File: config.mk
export PLATFORM = sky130hd
export DESIGN_NAME = multi_operand_adder_pipe_flat
export DESIGN_NICKNAME = d
export VERILOG_FILES = /design/src/rtl/multi_operand_adder_pipe_if.sv /design/src/rtl/multi_operand_adder_pipe.sv /design/src/flat_wrapper.sv
export SDC_FILE = /design/constraint.sdc
export NUM_CORES = 1
export LEC_CHECK = 0
export ABC_AREA = 1
export BUFFER_PORTS_ARGS = -buffer_cell sky130_fd_sc_hd__buf_2
export CORE_UTILIZATION = 50
export CTS_BUF_LIST = sky130_fd_sc_hd__clkbuf_4
export DETAILED_ROUTE_END_ITERATION = 12
export PLACE_DENSITY = 0.75
export SLEW_MARGIN = 15
export SYNTH_ARGS = -nofsm -noshare
export SYNTH_HDL_FRONTEND = slang
export SYNTH_SLANG_ARGS = --single-unit
File: constraint.sdc
create_clock -name clk -period 1.9 [get_ports clk]
set_input_delay 0.38 -clock clk [delete_from_list [all_inputs] [get_ports clk]]
set_output_delay 0.38 -clock clk [all_outputs]
set_load 0.03 [all_outputs]
File: src/rtl/multi_operand_adder_pipe_if.sv
// Operand/result handshake bundle for multi_operand_adder_pipe.
// The master drives the operand sets, and the slave (the adder) returns the sums.
interface multi_operand_adder_pipe_if #(
  parameter int WIDTH  = 6,
  parameter int NUM_IN = 4
);
  localparam int SUM_W = WIDTH + $clog2(NUM_IN);

  logic                      in_valid;
  logic                      in_ready;
  logic [NUM_IN*WIDTH-1:0]   in_data;
  logic                      cin;
  logic                      out_valid;
  logic                      out_ready;
  logic [SUM_W-1:0]          out_sum;

  modport master (
    output in_valid, in_data, cin, out_ready,
    input  in_ready, out_valid, out_sum
  );

  modport slave (
    input  in_valid, in_data, cin, out_ready,
    output in_ready, out_valid, out_sum
  );
endinterface

File: src/rtl/multi_operand_adder_pipe.sv
// Pipelined binary adder tree: NUM_IN unsigned operands plus carry-in, one register per level.
// Optional running accumulator of the output sums is enabled with macro MOA_ACCUM_EN.
module multi_operand_adder_pipe #(
  parameter int WIDTH  = 6,
  parameter int NUM_IN = 4,
  parameter int ACC_W  = 16
) (
  input  logic                        clk,
  input  logic                        rst,
  multi_operand_adder_pipe_if.slave   io
`ifdef MOA_ACCUM_EN
  ,
  input  logic                        acc_clr,
  output logic [ACC_W-1:0]            acc_sum,
  output logic                        acc_ovf
`endif
);
  localparam int LG    = $clog2(NUM_IN);
  localparam int SUM_W = WIDTH + LG;

  if ((WIDTH < 2) || (WIDTH > 32)) begin : g_bad_width
    $error("multi_operand_adder_pipe: WIDTH must be in 2..32");
  end
  if ((NUM_IN < 2) || (NUM_IN > 16) || ((1 << LG) != NUM_IN)) begin : g_bad_num_in
    $error("multi_operand_adder_pipe: NUM_IN must be a power of two in 2..16");
  end
  if (ACC_W < SUM_W) begin : g_bad_acc_w
    $error("multi_operand_adder_pipe: ACC_W must be at least WIDTH+log2(NUM_IN)");
  end

  // The whole tree moves together; a stalled output freezes every level.
  logic advance;
  assign advance     = !io.out_valid || io.out_ready;
  assign io.in_ready = advance;

  genvar l, j;
  for (l = 1; l <= LG; l = l + 1) begin : g_lvl
    localparam int LW = WIDTH + l;
    localparam int NN = NUM_IN >> l;

    logic [LW-1:0] nxt   [NN];
    logic [LW-1:0] sum_p [NN];
    logic          prv_vld;
    logic          vld_p;

    if (l == 1) begin : g_leaf
      assign prv_vld = io.in_valid;
      for (j = 0; j < NN; j = j + 1) begin : g_pair
        assign nxt[j] = LW'(io.in_data[(2*j)*WIDTH +: WIDTH])
                      + LW'(io.in_data[(2*j+1)*WIDTH +: WIDTH])
                      + ((j == 0) ? LW'(io.cin) : LW'(0));
      end
    end else begin : g_node
      assign prv_vld = g_lvl[l-1].vld_p;
      for (j = 0; j < NN; j = j + 1) begin : g_pair
        assign nxt[j] = LW'(g_lvl[l-1].sum_p[2*j]) + LW'(g_lvl[l-1].sum_p[2*j+1]);
      end
    end

    // Level l register boundary: each node is one bit wider than its inputs, so nothing truncates.
    always_ff @(posedge clk or posedge rst) begin
      if (rst) begin
        vld_p <= 1'b0;
        for (int k = 0; k < NN; k++) sum_p[k] <= '0;
      end else if (advance) begin
        vld_p <= prv_vld;
        sum_p <= nxt;
      end
    end
  end

  assign io.out_valid = g_lvl[LG].vld_p;
  assign io.out_sum   = g_lvl[LG].sum_p[0];

`ifdef MOA_ACCUM_EN
  logic             out_xfer;
  logic [ACC_W:0]   acc_nxt;

  assign out_xfer = io.out_valid && io.out_ready;
  assign acc_nxt  = {1'b0, acc_sum} + (ACC_W+1)'(io.out_sum);

  // A clear that coincides with a transfer restarts the total at that sum.
  always_ff @(posedge clk or posedge rst) begin
    if (rst) begin
      acc_sum <= '0;
      acc_ovf <= 1'b0;
    end else if (acc_clr) begin
      acc_sum <= out_xfer ? ACC_W'(io.out_sum) : '0;
      acc_ovf <= 1'b0;
    end else if (out_xfer) begin
      acc_sum <= acc_nxt[ACC_W-1:0];
      if (acc_nxt[ACC_W]) acc_ovf <= 1'b1;
    end
  end
`endif
endmodule

File: src/flat_wrapper.sv
// flat-port wrapper written by rule: the top's interface ports become plain ports
module multi_operand_adder_pipe_flat 
#(
  parameter int WIDTH  = 6,
  parameter int NUM_IN = 4,
  parameter int ACC_W  = 16
)
  (clk, rst, io_in_valid, io_in_data, io_cin, io_out_ready, io_in_ready, io_out_valid, io_out_sum);
  multi_operand_adder_pipe_if #(.WIDTH(WIDTH), .NUM_IN(NUM_IN)) io_i ();
  input  logic clk;
  input  logic rst;
  input wire logic [$bits(io_i.in_valid)-1:0] io_in_valid;
  input wire logic [$bits(io_i.in_data)-1:0] io_in_data;
  input wire logic [$bits(io_i.cin)-1:0] io_cin;
  input wire logic [$bits(io_i.out_ready)-1:0] io_out_ready;
  output wire logic [$bits(io_i.in_ready)-1:0] io_in_ready;
  output wire logic [$bits(io_i.out_valid)-1:0] io_out_valid;
  output wire logic [$bits(io_i.out_sum)-1:0] io_out_sum;
  assign io_i.in_valid = io_in_valid;
  assign io_i.in_data = io_in_data;
  assign io_i.cin = io_cin;
  assign io_i.out_ready = io_out_ready;
  assign io_in_ready = io_i.in_ready;
  assign io_out_valid = io_i.out_valid;
  assign io_out_sum = io_i.out_sum;
  multi_operand_adder_pipe #(.WIDTH(WIDTH), .NUM_IN(NUM_IN), .ACC_W(ACC_W)) u_core (.clk(clk), .rst(rst), .io(io_i));
endmodule
== Word-level counts from Yosys, hierarchy flattened ==
Cells that the tools add are included.

* Flip-flop bits (word level): 24
* Output and inout port bits: 10
* Input bits: 29
* Word-level logic and storage cells: 11

* Reductions and logical operators: 2
* Add/sub/neg operators: 4

{| class="wikitable"
|+ Operators by type and width
! kind !! count
|-
| adder 6 x 6 -> 7 bit || 2
|-
| adder 7 x 7 -> 8 bit || 1
|-
| adder 7 x 1 -> 7 bit || 1
|-
| logical NOT 1 bit || 1
|-
| logical OR 1 bit || 1
|}

== Longest topological paths before layout ==
Gate-level depths: netlist of the first run.

* Depth after elaboration: 2
* Mapped depth: 10
* Depth with buffers taken out: 10

== Worst setup path before layout of the first run ==
Ideal clock, no wire load.

* Path kind: input -> register
* Start point: input io_cin
* End point: register u_core.g_lvl[1].sum_p[13] in the netlist's numbering
* Slack: 0.354 ns
* Stages on the path: 7
* Arrival time: 1.423 ns
* Required time: 1.777 ns
* Buffers on the path: 0
* Setup time: 0.123 ns
* Cell sequence: fa_1 -> inv_1 -> fa_1 -> nand3b_1 -> a21oi_1 -> o21ai_0 -> nand2_1

* Word-level cells in the longest chain between the ends: 1

{| class="wikitable"
|+ Ends and longest elaborated chain
! item !! line !! text
|-
| from (decl) || flat_wrapper.sv:14 || <nowiki>input wire logic [$bits(io_i.cin)-1:0] io_cin;</nowiki>
|-
| adder 7 x 1 -> 7 bit || multi_operand_adder_pipe.sv:51 || <nowiki>+ ((j == 0) ? LW'(io.cin) : LW'(0));</nowiki>
|-
| to (signal assigned) || multi_operand_adder_pipe.sv:67 || <nowiki>sum_p <= nxt;</nowiki>
|-
| to (decl) || multi_operand_adder_pipe.sv:42 || <nowiki>logic [LW-1:0] sum_p [NN];</nowiki>
|}

No other way between the ends.
A chain may end at the register's enable or synchronous reset.

== Final worst setup path of the first run ==
* Start point: register u_core.g_lvl[1].sum_p[7] in the netlist's numbering
* End point: register u_core.g_lvl[2].sum_p (netlist bit u_core.io.out_sum[6])

* Word-level cells in the longest chain between the ends: 1

{| class="wikitable"
|+ Ends and longest elaborated chain
! item !! line !! text
|-
| adder 7 x 7 -> 8 bit || multi_operand_adder_pipe.sv:56 || <nowiki>assign nxt[j] = LW'(g_lvl[l-1].sum_p[2*j]) + LW'(g_lvl[l-1].sum_p[2*j+1]);</nowiki>
|-
| to (signal assigned) || multi_operand_adder_pipe.sv:67 ||
|-
| to (decl) || multi_operand_adder_pipe.sv:42 ||
|}

No other way between the ends.

==> results_dict.tcl, run 1 <==
set metrics [dict create \
    outcome "finished, final reports clean" \
    path_max_fanout 3 \
    antenna_found_initial 0 \
    stdcell_count 301 \
    syn_to_final_growth_pct 15.4 \
    ys_warn_count 0 \
    dpl.hpwl_um 2410 \
    maxSlewHeadroom_pct 79.3 \
    hold_class "primary input to async pin" \
    start_util_pct 53.9 \
    diodes 0 \
    detail-route-antenna-nets 0 \
    fillers 304 \
    cts_root_buf "clkbuf_4" \
    critPathKind "flip-flop to flip-flop" \
    dr.pass1.iters 4 \
    synth-seq-cells 24 \
    wl_per_cell_um 10.1 \
    drt_iter0_markers 27 \
    drive_above_1_share_pct 20.2 \
    slew_violations 0 \
    setup.worst_path.start "u_core.g_lvl[1].sum_p[7]" \
    clockBufferDepth 2 \
    core_area_um2 3130 \
    cts_tree "built" \
    die_y_um 60.1 \
    worstPathArrival_ns 1.90 \
    max-cap-violations 0 \
    p_seq_share_pct 38.9 \
    path_clk_slew_ns 0.12 \
    grt_pass1_wl_um 5030 \
    intPower_w 0.00108 \
    syn_area_um2 1690 \
    die_w_um 60.1 \
    syn-mean-instance-area_um2 7.77 \
    p_clk_share_pct 11.3 \
    swShare_pct 43.2 \
    dp.cells 298 \
    grtUsageTotal_pct 19.1 \
    wl_um 3040 \
    ios 39 \
    port_buffers 38 \
    regToRegStartpoint "u_core.g_lvl[1].sum_p[7]" \
    htreeDepth 1 \
    syn_inst 217 \
    numCtsBuffers 3 \
    drc 0 \
    setup-violations-final 0 \
    cellPowerDensity_nw_per_um2 976 \
    pwr-share-comb_pct 49.7 \
    peakVddDrop_v 0.000274 \
    clock_latency_ns 0.30 \
    rows 20 \
    holdBufCountCts 0 \
    vias 1449 \
    ys_types 22 \
    cts.repair.resized 0 \
    fmax_ghz 0.608 \
    leakage_nw 1.09 \
    cp.required_ns 2.16 \
    end_kind "flip-flop" \
    clock-sinks 24 \
    grt-ovfl-total 0 \
    post-cts-setup-buffers 0 \
    tightestPinTransition_ns 0.310 \
    skew_ns 0.00319 \
    nets 310 \
    rsz0062_at_grt "no" \
    grt_pass1_vias 1230 \
    crit_path_start_kind "flip-flop" \
    place.gp.congestion 0.749 \
    netSwitchingPower_w 0.000820 \
    synthesis.nets 268 \
    finalSetupTns_ns 0 \
    yosysSeqAreaShare_pct 35.6 \
    grt_max_degree 25 \
    period_needed_ns 1.65 \
    viasPerCell 4.81 \
    finalHoldViolCount 0 \
    die_area_um2 3610 \
    fin_crit_sh_pct 86.6 \
]
==> per-stage QoR <==
stage	util [%]	setup slack (ns)	area, µm²	hold WS, ns	total power, W
after global routing	62.2	0.105	1940	0.120	0.00210
final	62.2	0.255	1940	0.0968	0.00190
after detailed placement	61.4	0.149	1920	0.439	0.00170
after floorplan	-	0.354	1690	0.395	0.00147
after global placement	61.4	0.167	1920	0.425	0.00168
after CTS	62.2	0.266	1940	0.0912	0.00192
==> area by class of cell <==
cell class | instances | area (µm²) | area share [%]
clock buffers | 3 | 22.5 | 1.16
inverters | 27 | 101 | 5.21
multi-input cells | 162 | 952 | 49.0
flip-flops and latches | 24 | 601 | 30.9
well taps | 44 | 55.1 | 2.83
repair buffers | 41 | 213 | 10.9
==> path summary, 6_finish.rpt <==
check / end / slack (ns) / cells after the start
setup / recovery: u_core.io.out_sum[6] / 0.25 / 10
hold / removal: u_core.io.out_sum[4] / 0.1 / 3
setup reg to reg: u_core.io.out_sum[6] / 0.25 / 10
hold reg to reg: u_core.io.out_valid / 0.47 / 2
max in group asynchronous: u_core.g_lvl[1].sum_p[3] / 1.57 / 3
min in group clk: u_core.g_lvl[1].vld_p / 0.29 / 3
==> power by group through the flow <==
stage | clock (W) | combinational [W] | sequential [W]
floorplan | 0 | 0.000560 | 0.000910
global placement | 0 | 0.000934 | 0.000744
detailed placement | 0 | 0.000948 | 0.000750
global route | 0.000253 | 0.00109 | 0.000758
finish | 0.000215 | 0.000943 | 0.000738
CTS | 0.000227 | 0.000951 | 0.000740
==> cell usage after synthesis <==
master | number | area (µm²)
clkbuf_8 | 1 | 13.8
dfrtp_1 | 24 | 601
nand2_1 | 65 | 244
xor2_1 | 1 | 8.76
buf_4 | 1 | 7.51
ha_1 | 18 | 225
nand2_2 | 1 | 6.26
nand3b_1 | 5 | 37.5
nor2_1 | 16 | 60.1
fa_1 | 4 | 80.1
nand3_2 | 1 | 10.0
or2_1 | 3 | 18.8
nand3_1 | 15 | 75.1
a31oi_1 | 6 | 37.5
buf_2 | 2 | 10.0
nor2_4 | 1 | 11.3
a21oi_1 | 10 | 50.1
o21ai_0 | 11 | 55.1
a211oi_1 | 1 | 7.51
inv_2 | 1 | 3.75
or2_2 | 4 | 25.0
inv_1 | 26 | 97.6
==> metal layers <==
| layer | wire [µm] | GRT usage, % | vias to the layer above | part of all wire [%] |
|---|---|---|---|---|
| li1 | - | - | 781 | - |
| met1 | 1440 | 22.7 | 634 | 47 |
| met2 | 1460 | 34.0 | 32 | 48 |
| met3 | 114 | 3.03 | 2 | 3.7 |
| met4 | 28 | 7.97 | 0 | 0.92 |
| met5 | 0 | 0 | - | 0 |
==> logic make-up after synthesis <==
family / count (synthesis) / share of synthesized area (%)
buffers and inverters: 31 / 7.87
AND/OR/NAND/NOR: 111 / 29.0
XOR/XNOR: 1 / 0.520
AO/OA/AOI/OAI: 28 / 8.91
adder cells (fa/ha/maj): 22 / 18.1
flip-flops: 24 / 35.6
==> sequential cells by signal, indices dropped and copies added (netlist names) <==
register	cells
u_core.io.out_valid	1
u_core.io.out_sum	8
u_core.g_lvl.vld_p	1
u_core.g_lvl.sum_p	14
==> layout by cell type (no fill, tap or decap), drive strengths merged <==
master / instances
a211oi: 1
ha: 18
nand2: 66
nand3b: 5
dfrtp: 24
a31oi: 6
clkbuf: 3
a21oi: 10
nor2: 17
nand3: 16
o21ai: 11
xor2: 1
inv: 27
fa: 4
buf: 41
or2: 7
==> worst max-delay path: stages, from the launching register on <==
cell,delay (ns)
dfrtp_1,0.40
ha_1,0.20
inv_1,0.07
fa_1,0.40
inv_1,0.09
nand2_1,0.05
nand2_1,0.11
nand3_1,0.08
nand3_1,0.07
nand3_1,0.07
nand2_1,0.06
Power figures use the tool's default switching activity.
==> inputs of run 2 (changes only) <==
--- a/config.mk
+++ b/config.mk
@@ -5,12 +5,13 @@
 export SDC_FILE = /design/constraint.sdc
 export NUM_CORES = 1
 export LEC_CHECK = 0
-export ABC_AREA = 1
+export ABC_AREA = 0
 export BUFFER_PORTS_ARGS = -buffer_cell sky130_fd_sc_hd__buf_2
 export CORE_UTILIZATION = 50
 export CTS_BUF_LIST = sky130_fd_sc_hd__clkbuf_4
+export CTS_CLUSTER_SIZE = 24
 export DETAILED_ROUTE_END_ITERATION = 12
-export PLACE_DENSITY = 0.75
+export PLACE_DENSITY = 0.76
 export SLEW_MARGIN = 15
 export SYNTH_ARGS = -nofsm -noshare
 export SYNTH_HDL_FRONTEND = slang
==> results_dict.tcl, run 2 <==
set metrics [dict create \
    finalHoldViolCount 0 \
    cp.required_ns 1.52 \
    detail-route-antenna-nets 0 \
    post-cts-setup-buffers 0 \
    max-cap-violations 0 \
    drt_iter0_markers 41 \
    grt-ovfl-total 0 \
    die_y_um 58.2 \
    slew_violations 0 \
    hold_class "primary input to async pin" \
    fmax_ghz 0.546 \
    mostFrequentLayoutCells "buf_2, dfrtp_1, nand2_1, o21ai_0, ha_1" \
    dpl.hpwl_um 2350 \
    cts_tree "built" \
    synthesis.nets 221 \
    ys_top_cells_by_area "dfrtp_1, ha_1, o21ai_0" \
    worstPathArrival_ns 1.45 \
    clock-sinks 24 \
    synthArstFlopShare_pct 100 \
    grt_pass1_wl_um 5040 \
    path_clk_slew_ns 0.12 \
    htreeDepth 1 \
    swShare_pct 41.5 \
    mostFrequentLayoutCell "buf_2" \
    wl_per_cell_um 11.5 \
    synthFlopType "dfrtp_1" \
    viasPerCell 5.17 \
    antenna_found_initial 0 \
    rsz0062_at_grt "no" \
    grtUsageTotal_pct 19.5 \
    syn_inst 170 \
    grt_pass1_vias 1277 \
    syn_area_um2 1580 \
    fin_area_um2 1840 \
    cellPowerDensity_nw_per_um2 1020 \
    peakVddDrop_v 0.000399 \
    diodes 0 \
    nets 262 \
    cts_root_buf "clkbuf_4" \
    synth-seq-cells 24 \
    largest-register "u_core.g_lvl.sum_p" \
    dr.pass1.iters 4 \
    yosys.area.top_type_share_pct 38.1 \
    clockBufferDepth 2 \
    maxSlewHeadroom_pct 72.6 \
    skew_ns 0.00623 \
    die_w_um 58.2 \
    yosysSeqAreaShare_pct 38.1 \
    largest_register_ffs 14 \
    numCtsBuffers 3 \
    holdBufCountCts 0 \
    ios 39 \
    ys_warn_count 0 \
    netSwitchingPower_w 0.000782 \
    port_buffers 38 \
    p_clk_share_pct 11.8 \
    period_needed_ns 1.83 \
    rows 20 \
    ys_types 28 \
    crit_path_start_kind "flip-flop" \
    clock_latency_ns 0.31 \
    vias 1313 \
    pwr-share-comb_pct 48.8 \
    outcome "finished, final reports clean" \
    p_seq_share_pct 39.5 \
    end_kind "primary output" \
    leakage_nw 0.915 \
    synthTopCellsByCount "dfrtp_1, nand2_1, ha_1, o21ai_0, a21oi_1" \
    drive_above_1_share_pct 21.9 \
    place.gp.congestion 0.779 \
    fin_hold_ws_ns 0.0729 \
    yosys.area.top_type "dfrtp_1" \
    drc 0 \
    syn_to_final_growth_pct 16.9 \
    tightestPinTransition_ns 0.411 \
    core_area_um2 3030 \
    syn-mean-instance-area_um2 9.28 \
    grt_max_degree 26 \
    synth_edf_count 0 \
    synth_most_common_cell "dfrtp_1" \
    placed_cell_area_um2 1820 \
    die_area_um2 3380 \
    wl_um 2930 \
    cts.repair.resized 0 \
    fin_crit_sh_pct 96.5 \
    path_max_fanout 25 \
    intPower_w 0.00110 \
    setup-violations-final 0 \
    critPathKind "flip-flop to primary output" \
    start_util_pct 52.1 \
]
run 2: cell types whose count changed in the layout (fill, tap and decap cells not counted), moves of 6 or more:
| cell | delta |
|---|---|
| nand3_1 | -15 |
| nand2_1 | -45 |
| o21ai_0 | +7 |
| a31oi_1 | -6 |
| inv_1 | -14 |
run 2: cell type report:
cell class                      instances  area (µm²)
Clock buffer                            3        22.5
Clock inverter                          1        3.75
Fill cell                             283        1180
Inverter                               13        48.8
Multi-Input combinational cell        128         901
Sequential cell                        24         601
Tap cell                               44        55.1
Timing Repair Buffer                   41         213
run 2: path summary, 6_finish.rpt:
kind / start / endpoint / slack (ns) / depth (start not counted)
min in group clk: io_in_valid / u_core.g_lvl[1].vld_p / 0.26 / 3
max: u_core.io.out_valid / io_in_ready / 0.07 / 3
max in group asynchronous: rst / u_core.g_lvl[1].sum_p[12] / 1.59 / 3
min: rst / u_core.io.out_valid / 0.07 / 3
min reg2reg: u_core.io.out_sum[0] / u_core.io.out_sum[0] / 0.47 / 2
max reg2reg: u_core.g_lvl[1].sum_p[0] / u_core.io.out_sum[4] / 0.13 / 7
run 2: logic make-up (layout without fill, tap and decap cells):
family,after synthesis,after routing,share of synthesized area (%)
flops,24,24,38.1
simple gates,44,44,12.6
xor+xnor,7,7,3.89
buf+inv,18,58,4.84
fa+ha+maj,22,22,19.4
compound gates,55,55,21.3
run 2: through the flow:
stage	cells	power [W]	setup TNS (ns)	utilization, %	setup WS [ns]
after floorplan	170	0.00144	0	-	0.180
after CTS	254	0.00190	0	60.9	0.0664
after detailed placement	250	0.00168	-0.0423	60.0	-0.0383
after global placement	250	0.00165	-0.00498	60.0	-0.00498
after global routing	254	0.00203	0	60.9	0.00222
final	254	0.00188	0	60.9	0.0671
run 2: metal layers:
layer / global-route usage, % / up-vias / part of all wire (%)
li1: - / 676 / -
met3: 1.56 / 4 / 2.5
met5: 0 / - / 0
met2: 36.1 / 32 / 52
met1: 22.1 / 601 / 44
met4: 10.2 / 0 / 1.4
run 2: power groups by stage:
stage	combinational (W)	sequential, W	clock, W
4_1_cts	0.000925	0.000745	0.000229
3_5_place_dp	0.000920	0.000757	0
6_report	0.000919	0.000744	0.000222
3_3_place_gp	0.000900	0.000748	0
5_1_grt	0.00103	0.000762	0.000245
2_1_floorplan	0.000527	0.000915	0
run 2: critical path, cell delays in order, from the launching register on:
cell and delay (ns):
dfrtp_1 0.39, nor2b_1 0.15, inv_2 0.31, buf_2 0.28
